--- src/rtl/lift_req_queue.sv ---
// Hall-call request queue for the lift controller.
// Rising edges on the six hall-call buttons are de-duplicated against calls
// already registered (lamp lit), parked in an arrival register, and moved
// one per cycle, lowest index first, into a circular FIFO. The FIFO head is
// presented on din and retired on every clock edge where done is high.
// All outputs come straight from flops. din and qEmpty are precomputed from
// next-state values so that they reflect the queue contents after each edge.

module lift_req_queue #(
    parameter int DEPTH = 8
) (
    input  logic                     clk,
    input  logic                     rst_n,
    input  logic [5:0]               btn,
    input  logic                     done,
    output logic [2:0]               din,
    output logic                     qEmpty,
    output logic [5:0]               lamp,
    output logic [$clog2(DEPTH):0]   count
);

    localparam int PW = $clog2(DEPTH);
    localparam int CW = PW + 1;
    localparam logic [CW-1:0] FULL_CNT = CW'(DEPTH);
    localparam logic [CW-1:0] ZERO_CNT = {CW{1'b0}};
    localparam logic [CW-1:0] ONE_CNT  = CW'(1);
    localparam logic [PW-1:0] ONE_PTR  = PW'(1);

    // Button index to request code: 1U 2U 3U 2D 3D 4D.
    function automatic logic [2:0] code_of(input logic [2:0] idx);
        logic [2:0] code;
        case (idx)
            3'd0:    code = 3'b001;
            3'd1:    code = 3'b010;
            3'd2:    code = 3'b011;
            3'd3:    code = 3'b110;
            3'd4:    code = 3'b111;
            3'd5:    code = 3'b100;
            default: code = 3'b000;
        endcase
        return code;
    endfunction

    // Request code back to a one-hot button mask (zero for NONE or unused codes).
    function automatic logic [5:0] onehot_of_code(input logic [2:0] code);
        logic [5:0] oh;
        case (code)
            3'b001:  oh = 6'b000001;
            3'b010:  oh = 6'b000010;
            3'b011:  oh = 6'b000100;
            3'b110:  oh = 6'b001000;
            3'b111:  oh = 6'b010000;
            3'b100:  oh = 6'b100000;
            default: oh = 6'b000000;
        endcase
        return oh;
    endfunction

    logic [5:0]    btn_q_r;
    logic [5:0]    arr_r;
    logic [5:0]    lamp_r;
    logic [PW-1:0] head_r;
    logic [PW-1:0] tail_r;
    logic [CW-1:0] count_r;
    logic [2:0]    din_r;
    logic          qempty_r;
    logic [2:0]    mem_r [DEPTH];

    logic [5:0]    rise_s;
    logic          pop_s;
    logic [5:0]    pop_oh_s;
    logic [5:0]    accept_s;
    logic          arr_found_s;
    logic [2:0]    enq_idx_s;
    logic          enq_s;
    logic [2:0]    enq_code_s;
    logic [5:0]    enq_oh_s;
    logic [5:0]    arr_nxt_s;
    logic [5:0]    lamp_nxt_s;
    logic [PW-1:0] head_nxt_s;
    logic [PW-1:0] tail_nxt_s;
    logic [CW-1:0] count_nxt_s;
    logic [2:0]    din_nxt_s;

    // Next-state logic: edge detect, de-dup, pop, single enqueue, output precompute.
    always_comb begin
        rise_s      = btn & ~btn_q_r;
        pop_s       = done & (count_r != ZERO_CNT);
        pop_oh_s    = 6'b000000;
        arr_found_s = 1'b0;
        enq_idx_s   = 3'd0;
        enq_oh_s    = 6'b000000;
        count_nxt_s = count_r;
        din_nxt_s   = 3'b000;

        if (pop_s) begin
            pop_oh_s = onehot_of_code(mem_r[head_r]);
        end else begin
            pop_oh_s = 6'b000000;
        end

        // A lit lamp blocks a new press unless that very call is leaving now.
        accept_s = rise_s & (~lamp_r | pop_oh_s);

        for (int i = 0; i < 6; i++) begin
            if (arr_r[i] && !arr_found_s) begin
                enq_idx_s   = 3'(i);
                arr_found_s = 1'b1;
            end else begin
                arr_found_s = arr_found_s;
            end
        end

        enq_s      = arr_found_s & ((count_r != FULL_CNT) | pop_s);
        enq_code_s = code_of(enq_idx_s);

        if (enq_s) begin
            enq_oh_s = 6'b000001 << enq_idx_s;
        end else begin
            enq_oh_s = 6'b000000;
        end

        arr_nxt_s  = (arr_r & ~enq_oh_s) | accept_s;
        lamp_nxt_s = (lamp_r & ~pop_oh_s) | accept_s;

        if (pop_s) begin
            head_nxt_s = head_r + ONE_PTR;
        end else begin
            head_nxt_s = head_r;
        end

        if (enq_s) begin
            tail_nxt_s = tail_r + ONE_PTR;
        end else begin
            tail_nxt_s = tail_r;
        end

        case ({enq_s, pop_s})
            2'b10:   count_nxt_s = count_r + ONE_CNT;
            2'b01:   count_nxt_s = count_r - ONE_CNT;
            default: count_nxt_s = count_r;
        endcase

        // When the surviving entries end exactly at the old tail, the entry
        // being written this cycle is the new head and is not in mem_r yet.
        if (count_nxt_s == ZERO_CNT) begin
            din_nxt_s = 3'b000;
        end else if (enq_s && (head_nxt_s == tail_r)) begin
            din_nxt_s = enq_code_s;
        end else begin
            din_nxt_s = mem_r[head_nxt_s];
        end
    end

    // Control and output registers with synchronous active-low reset.
    always_ff @(posedge clk) begin
        if (!rst_n) begin
            btn_q_r  <= 6'b000000;
            arr_r    <= 6'b000000;
            lamp_r   <= 6'b000000;
            head_r   <= {PW{1'b0}};
            tail_r   <= {PW{1'b0}};
            count_r  <= ZERO_CNT;
            din_r    <= 3'b000;
            qempty_r <= 1'b1;
        end else begin
            btn_q_r  <= btn;
            arr_r    <= arr_nxt_s;
            lamp_r   <= lamp_nxt_s;
            head_r   <= head_nxt_s;
            tail_r   <= tail_nxt_s;
            count_r  <= count_nxt_s;
            din_r    <= din_nxt_s;
            qempty_r <= (count_nxt_s == ZERO_CNT);
        end
    end

    // FIFO storage; contents need no reset because occupancy gates every read.
    always_ff @(posedge clk) begin
        if (rst_n && enq_s) begin
            mem_r[tail_r] <= enq_code_s;
        end
    end

    assign din    = din_r;
    assign qEmpty = qempty_r;
    assign lamp   = lamp_r;
    assign count  = count_r;

endmodule

--- config.mk ---
export PLATFORM = sky130hd
export DESIGN_NAME = lift_req_queue
export DESIGN_NICKNAME = d
export VERILOG_FILES = /design/src/rtl/lift_req_queue.sv
export SDC_FILE = /design/constraint.sdc
export NUM_CORES = 1
export LEC_CHECK = 0
export CAP_MARGIN = 10
export CORE_MARGIN = 2
export CORE_UTILIZATION = 50
export DETAILED_ROUTE_END_ITERATION = 8
export PLACE_DENSITY_LB_ADDON = 0.1
export SKIP_LAST_GASP = 1
export SLEW_MARGIN = 5
export SYNTH_ARGS = -nofsm -noshare
export SYNTH_HDL_FRONTEND = slang
export SYNTH_SLANG_ARGS = --single-unit
--- constraint.sdc ---
create_clock -name clk -period 2.7 [get_ports clk]
set_clock_uncertainty 0.05 [all_clocks]
set_input_delay 0.54 -clock clk [delete_from_list [all_inputs] [get_ports clk]]
set_output_delay 0.54 -clock clk [all_outputs]
set_load 0.05 [all_outputs]
# Word-level counts from Yosys, hierarchy flattened
# Memories as Yosys holds them, arrays and structs flattened. A register that Yosys moved wholly into a read port is not among the register bits.
# Index checks and enable logic that the tools add are counted.
# word_totals
ff_bits	29
ramBits	24
in_bits	9
output_inout_bits	14
word_cells	77
mem_count	1
# mem_list
memory	words	width	rd	rd_clocked_by_memory_dff	wr	line_no	source
mem_r	8	3	2	2	1	67	logic [2:0] mem_r [DEPTH];
# op_classes
add_sub_neg	4
eq_ne	14
n_shift	1
mux	20
bitwise	15
reduce_logical	15
# op_table
op	count
$pmux 6 s6	1
$and 6x6->6	4
$not 6->6	4
$mux 3	6
$or 6x6->6	3
$pmux 3 s6	1
$eq 3x3->1 const B	5
$eq 3x2->1 const B	4
$mux 6	2
$mux 1	9
$pmux 4 s2	1
$add 3x1->3 const B	2
$eq 3x1->1 const B	2
$logic_and 1x1->1	6
$shl 1x3->6 const A	1
$logic_not 1->1	5
$add 4x1->4 const B	1
$logic_not 4->1	1
$ne 4x4->1 const B	1
$reduce_bool 4->1	1
$sub 4x1->4 const B	1
$logic_not 3->1	1
$and 1x1->1	2
$eq 2x1->1 const B	1
4 further kinds	4

# Logic depth before layout (Yosys ltp)
# Gate-level depths: netlist of run 1.
# logic_depth
word_depth	21
depth_mapped	9

# Worst setup path before layout of run 1
# OpenSTA, ideal clock, no wires.
# synth_path
kind	reg-to-reg
from	register count_r[3], in the netlist count[3]
to	register din_r[0], in the netlist din[0] (read register of mem_r)
setup_ps	148
arrival_time_ps	2840
required_time_ps	2502
path_slack_ps	-337
path_stages_with_launch	10
n_path_buf	1
synth_period_minus_slack_ps	3037
cell_sequence	dfxtp_1 -> buf_2 -> o41ai_4 -> nor3_1 -> fa_1 -> nand2b_1 -> o2111ai_1 -> o21ai_0 -> a211oi_1 -> a221oi_1
# synth_via
elab_chain_cells	8
word_cells_on_any_way	13
# synth_rtl
element	line_no	source
from (decl)	64	logic [CW-1:0] count_r;
from (signal assigned)	172	count_r <= count_nxt_s;
$reduce_bool 4->1	88	pop_s = done & (count_r != ZERO_CNT);
$and 1x1->1	88	
$or 1x1->1	114	enq_s = arr_found_s & ((count_r != FULL_CNT) | pop_s);
$and 1x1->1	114	
$eq 2x1->1 or $eq 2x2->1 (tied branches)	138	case ({enq_s, pop_s})
$pmux 4 s2	138	
$logic_not 4->1	146	if (count_nxt_s == ZERO_CNT) begin
$reduce_or 2->1 (no line)	-	
to (decl)	65	logic [2:0] din_r;
# Parallel ways exist; a longest one is shown, timed or not.
# A chain may end at the register's enable or synchronous reset.

# Worst setup path in the final report of run 1
# layout_path
from	register count_r[0], in the netlist count[0]
to	register din_r[2], in the netlist din[2] (read register of mem_r)
# Same word-level chain as after synthesis.

==> results.ini, run 1 <==
[grt]
use_met1 = 0.313
grt_first_pass_wirelength_um = 10500
grt_pass1_vias = 2052
grt.total_usage = 0.220
overflow = 0
gr-usage-met3 = 0.0430
grt_max_degree = 26
grt_use_met2 = 0.344
grt.busiest_layer = met2
antenna_found_initial = 0

[synthesis]
netlist-cell-type-count = 54
synth.avg_cell_area_um2 = 11.8
synth_area_um2 = 2890
yosys_warnings = 0
netlist_instances = 245
ys_ff_latch = 56
synth_edf_count = 24
synthFlopType = dfxtp_1
synth_fp_nets = 259
seq_area_frac_synth = 0.471
ys_async_sr_fraction = 0

[setup_path]
critPathLaunchType = flip-flop
timing_worst_setup_path_type = flip-flop to flip-flop
rr_endpoint = din[2]$_SDFF_PP0_
critPathArrivalTime_ps = 2730
timing.rr.start = count[0]$_SDFF_PN0_
crit_start = count[0]$_SDFF_PN0_
endpoint_kind = flip-flop
r2r_slack_ps = 110
critPathCapture = din[2]$_SDFF_PP0_
cp_max_fo = 5
required_ps = 2840
worstRegToRegCells = 9

[placed_design]
placement.io_buffers = 22
hpwl_um = 4820
dp_cells = 352
gp_congestion = 0.885
dp_slack_ps = -423

[cts]
cts_buffer_depth = 2
cts_tree = yes
clockRootBuffer = clkbuf_8
clock_sinks = 56
insertion_delay_ps = 310
cts-buffers-inserted = 5
clkSlewWorstSetupHoldPaths_ps = 100
h-tree-depth = 2
ctsHoldBuffers = 0

[detailed_routing]
via_per_inst = 5.93
post_drt_wl_per_cell_um = 18.1
num_vias = 2165
ant_nets = 0
drt_iter0_drc = 135
firstDrtPassIters = 4
drcViolationCount = 0
routed_wl_um = 6620

[power]
p_leak_nw = 1.30
ir_drop_v = 0.000489
powerDensity_nw_per_um2 = 964

[final_layout]
multiInputGateArea_um2 = 1510
nets = 306
antenna_cells = 0
finalNonFillerCells = 365
fillers = 464
layout-drive-gt1-share = 0.246
area_delta_synth_final_pct = 23.0
regArea_um2 = 1370

[sta]
setup_viol = 0
fmax_ghz = 0.386
fin_ws_ps = 110
holdWs_ps = 421
slew_violations = 0
tightestPinTransition_ps = 742
hold_viol_final = 0
slew_headroom = 0.504
period_needed_ps = 2590
setup_tns_ps = 0
period_share = 0.959

[floorplanning]
die_w_um = 80.0
ios = 23
die_y_um = 80.0
die_area_um2 = 6410
start_util = 0.522
fp.coreArea_um2 = 5540
rows = 27

[flow_run]
cap_violations = 0

[run_status]
outcome = finished, final reports clean

[worst_hold_path]
holdCritPathClass = flip-flop to flip-flop

==> cells in the final DEF (no fill, tap or decap), drive strengths merged, types with 4 or more instances in the layout <==
| cell type | n |
|---|---|
| o21ai | 7 |
| a21oi | 15 |
| o41ai | 5 |
| dfxtp | 32 |
| edfxtp | 24 |
| and2 | 7 |
| o31ai | 4 |
| ha | 4 |
| or3 | 6 |
| xor2 | 6 |
| mux4 | 12 |
| mux2i | 14 |
| nand2 | 10 |
| nor2 | 22 |
| clkdlybuf4s50 | 21 |
| buf | 31 |
| nand3 | 4 |
| nand4 | 4 |
| clkbuf | 5 |
| nand2b | 14 |
| nor3 | 8 |
| xnor2 | 4 |
==> timing repair <==
action | 4_1_cts | 5_1_grt
pin swaps | 7 | 5
buffers inserted | 1 | 4
gates cloned | 0 | 0
resized for setup | 8 | 4
setup endpoints to repair | 4 | 5
==> through the flow <==
step / util / total power [W] / cell area [um^2]
global placement: 0.605 / 0.00272 / 3350
global route: 0.642 / 0.00361 / 3560
finish: 0.642 / 0.00343 / 3560
floorplan: - / 0.00227 / 2910
CTS: 0.633 / 0.00338 / 3510
detailed placement: 0.605 / 0.00276 / 3350
==> power breakdown <==
group          switching (W)  internal [W]  total, W
Combinational       0.000957      0.000770   0.00173
Clock               0.000277      0.000275  0.000553
Sequential          0.000120       0.00103   0.00115
==> cell type report <==
| type | instances | area share |
|---|---|---|
| tap | 72 | 0.0253 |
| inverter | 3 | 0.00317 |
| timing repair buffer | 53 | 0.130 |
| sequential | 56 | 0.385 |
| clock buffer | 5 | 0.0193 |
| clock inverter | 3 | 0.0120 |
| multi-input combinational | 173 | 0.425 |
==> worst max-delay path, stage by stage (launching register included) <==
cell and delay (ps):
dfxtp_4 380, o41ai_4 410, nor3_4 110, buf_4 150, ha_1 300, a21oi_1 70, buf_4 150, or3_1 360
a311oi_4 360, a221oi_2 130
==> metal layers <==
layer  vias up  part of all wire
met5         -                 0
met4         0            0.0098
met3         9             0.052
met2        69              0.47
met1      1055              0.46
li1       1032                 -
==> synthesized netlist by cell type (3+ instances only) <==
cell	count	area share
ha_1	4	0.017
nand2_1	10	0.013
mux2i_1	12	0.042
o31ai_1	4	0.010
clkbuf_1	6	0.0078
xor2_1	5	0.015
xnor2_1	4	0.012
nor3_1	8	0.014
a221oi_1	3	0.0091
a21oi_1	15	0.026
and2_1	7	0.015
or3_1	6	0.013
nand4_1	4	0.0087
mux4_1	3	0.027
dfxtp_1	32	0.22
o41ai_2	3	0.017
nand3_1	4	0.0069
mux4_2	9	0.070
buf_2	4	0.0069
nor2_1	22	0.029
edfxtp_1	24	0.25
nand2b_1	14	0.030
o21ai_0	5	0.0087
==> cells by family after synthesis <==
kind of cell,count (synthesis),share of synthesized area
mux,28,0.164
fa+ha+maj,5,0.0242
buf+inv,16,0.0290
flops,56,0.471
compound gates,51,0.141
xor+xnor,10,0.0329
simple gates,79,0.138
==> flip-flops by register name, indices dropped and copies added (netlist names), 3 cells and up <==
register  flops
arr_r         6
btn_q_r       6
count         4
din           3
head_r        3
lamp          6
mem_r        24
tail_r        3
==> worst min-delay path by stage <==
| stage | start | endpoint | slack [ps] | cells past startpoint |
|---|---|---|---|---|
| final | lamp[3]$_SDFF_PN0_ | lamp[3]$_SDFF_PN0_ | 420 | 2 |
| after global routing | lamp[3]$_SDFF_PN0_ | lamp[3]$_SDFF_PN0_ | 450 | 2 |
| after CTS | lamp[3]$_SDFF_PN0_ | lamp[3]$_SDFF_PN0_ | 420 | 2 |
| after detailed placement | lamp[3]$_SDFF_PN0_ | lamp[3]$_SDFF_PN0_ | 410 | 2 |
| after global placement | lamp[3]$_SDFF_PN0_ | lamp[3]$_SDFF_PN0_ | 410 | 2 |
| after floorplan | arr_r[2]$_SDFF_PN0_ | arr_r[2]$_SDFF_PN0_ | 430 | 2 |
No activity file was read; power rests on OpenSTA's default activity.
==> inputs of run 2 (changes only) <==
--- a/config.mk
+++ b/config.mk
@@ -6,6 +6,7 @@
 export NUM_CORES = 1
 export LEC_CHECK = 0
 export CAP_MARGIN = 10
+export CORE_ASPECT_RATIO = 1.75
 export CORE_MARGIN = 2
 export CORE_UTILIZATION = 50
 export DETAILED_ROUTE_END_ITERATION = 8
==> results.ini, run 2 (synthesized netlist as in run 1, its figures left out) <==
[setup_path]
timing_worst_setup_path_type = flip-flop to flip-flop
critPathArrivalTime_ps = 2740
r2r_slack_ps = 100
endpoint_kind = flip-flop
timing.rr.start = arr_r[3]$_SDFF_PN0_
cp_max_fo = 4
required_ps = 2840
worstRegToRegCells = 8
rr_endpoint = din[2]$_SDFF_PP0_
critPathLaunchType = flip-flop

[grt]
overflow = 0
use_met1 = 0.245
grt.total_usage = 0.217
grt_pass1_vias = 2025
grt_max_degree = 26
antenna_found_initial = 0
grt.busiest_layer = met2
gr-usage-met3 = 0.0272
grt_use_met2 = 0.395
grt_first_pass_wirelength_um = 10200

[cts]
h-tree-depth = 2
cts_tree = yes
clockRootBuffer = clkbuf_8
clock_sinks = 56
post-cts-setup-buffers = 0
clkSlewWorstSetupHoldPaths_ps = 110
cts_buffer_depth = 2
insertion_delay_ps = 320
cts-buffers-inserted = 5

[final_layout]
antenna_cells = 0
fin_util = 0.627
fillers = 478
nets = 302
largest_reg_flops = 24
final_cell_mix = dfxtp_1, buf_4, edfxtp_1
regArea_um2 = 1370
largest_register = mem_r
layout-drive-gt1-share = 0.239
area_delta_synth_final_pct = 21.1
multiInputGateArea_um2 = 1510
final_common_cell = dfxtp_1

[floorplanning]
die_area_um2 = 6430
die_w_um = 61.5
fp.coreArea_um2 = 5590
rows = 36
ios = 23
die_y_um = 105
start_util = 0.518

[sta]
period_share = 0.961
tightestPinTransition_ps = 629
hold_viol_final = 0
fin_ws_ps = 105
fmax_ghz = 0.385
period_needed_ps = 2600
slew_violations = 0
setup_viol = 0
slew_headroom = 0.580

[placed_design]
gp_congestion = 0.828
hpwl_um = 5010
placement.io_buffers = 22
dp_slack_ps = -449

[detailed_routing]
drcViolationCount = 0
post_drt_wl_per_cell_um = 17.9
via_per_inst = 5.68
num_vias = 2074
firstDrtPassIters = 4
drt_iter0_drc = 84
routed_wl_um = 6520
ant_nets = 0

[power]
ir_drop_v = 0.000430
p_clk_frac = 0.144
p_sw_frac = 0.412
comb_power_share = 0.501
pwr-share-seq = 0.356
power_w = 0.00327
p_leak_nw = 1.29
powerDensity_nw_per_um2 = 933
p_switching_w = 0.00134
internal-power_w = 0.00192

[worst_hold_path]
worstHoldStart = lamp[1]$_SDFF_PN0_
holdPathEnd = lamp[1]$_SDFF_PN0_
holdCritPathClass = flip-flop to flip-flop
hold_depth = 2

[run_status]
outcome = finished, final reports clean

[flow_run]
cap_violations = 0

==> run 2: how the worst max path moves through the flow <==
stage	startpoint	endpoint	slack [ps]	cells after the start
CTS	done	din[2]$_SDFF_PP0_	30	9
floorplan	count[1]$_SDFF_PN0_	din[0]$_SDFF_PP0_	60	8
global placement	done	din[0]$_SDFF_PP0_	-350	9
finish	arr_r[3]$_SDFF_PN0_	din[2]$_SDFF_PP0_	100	8
global route	arr_r[3]$_SDFF_PN0_	din[2]$_SDFF_PP0_	-30	8
detailed placement	done	din[2]$_SDFF_PP0_	-450	9
==> run 2: final cells by class <==
cell class                      instances  share of cell area
Clock buffer                            5              0.0197
Tap cell                               76              0.0272
Clock inverter                          3             0.00643
Multi-Input combinational cell        173               0.432
Timing Repair Buffer                   49               0.122
Sequential cell                        56               0.390
Inverter                                3             0.00322
==> run 2: repair_timing <==
| action | 4_1_cts | 5_1_grt |
|---|---|---|
| endpoints found under the hold margin | 0 | 0 |
| endpoints found under the setup margin | 4 | 4 |
| hold buffers | 0 | 0 |
| pin swaps | 0 | 6 |
| gates resized for setup | 3 | 8 |
==> run 2: through the flow <==
step	hold WS, ps	instance area [um^2]	cells	TNS (ps)
2_1_floorplan	427	2910	245	0
3_3_place_gp	418	3350	357	-1600
3_5_place_dp	425	3350	357	-1990
4_1_cts	443	3460	365	0
5_1_grt	463	3500	365	-46.6
6_report	437	3500	365	0
==> run 2: critical path: stages, from the launching register on <==
cell and delay (ps):
dfxtp_1 330, or3_4 420, nor3_4 270, fa_1 460, nand2b_4 160, o2111ai_1 160, o21ai_1 100, a211oi_2 390
a221oi_2 140
==> run 2: routing by layer <==
| metal | part of all wire | wire length (um) |
|---|---|---|
| met2 | 0.59 | 3850 |
| met4 | 0.019 | 122 |
| met1 | 0.37 | 2430 |
| met3 | 0.019 | 121 |
| met5 | 0 | 0 |
==> run 2: power groups by stage <==
stage	registers, W	clock network, W	logic, W
2_1_floorplan	0.00132	0	0.000948
3_3_place_gp	0.00118	0	0.00152
3_5_place_dp	0.00118	0	0.00155
4_1_cts	0.00116	0.000474	0.00157
5_1_grt	0.00117	0.000508	0.00175
6_report	0.00116	0.000469	0.00164
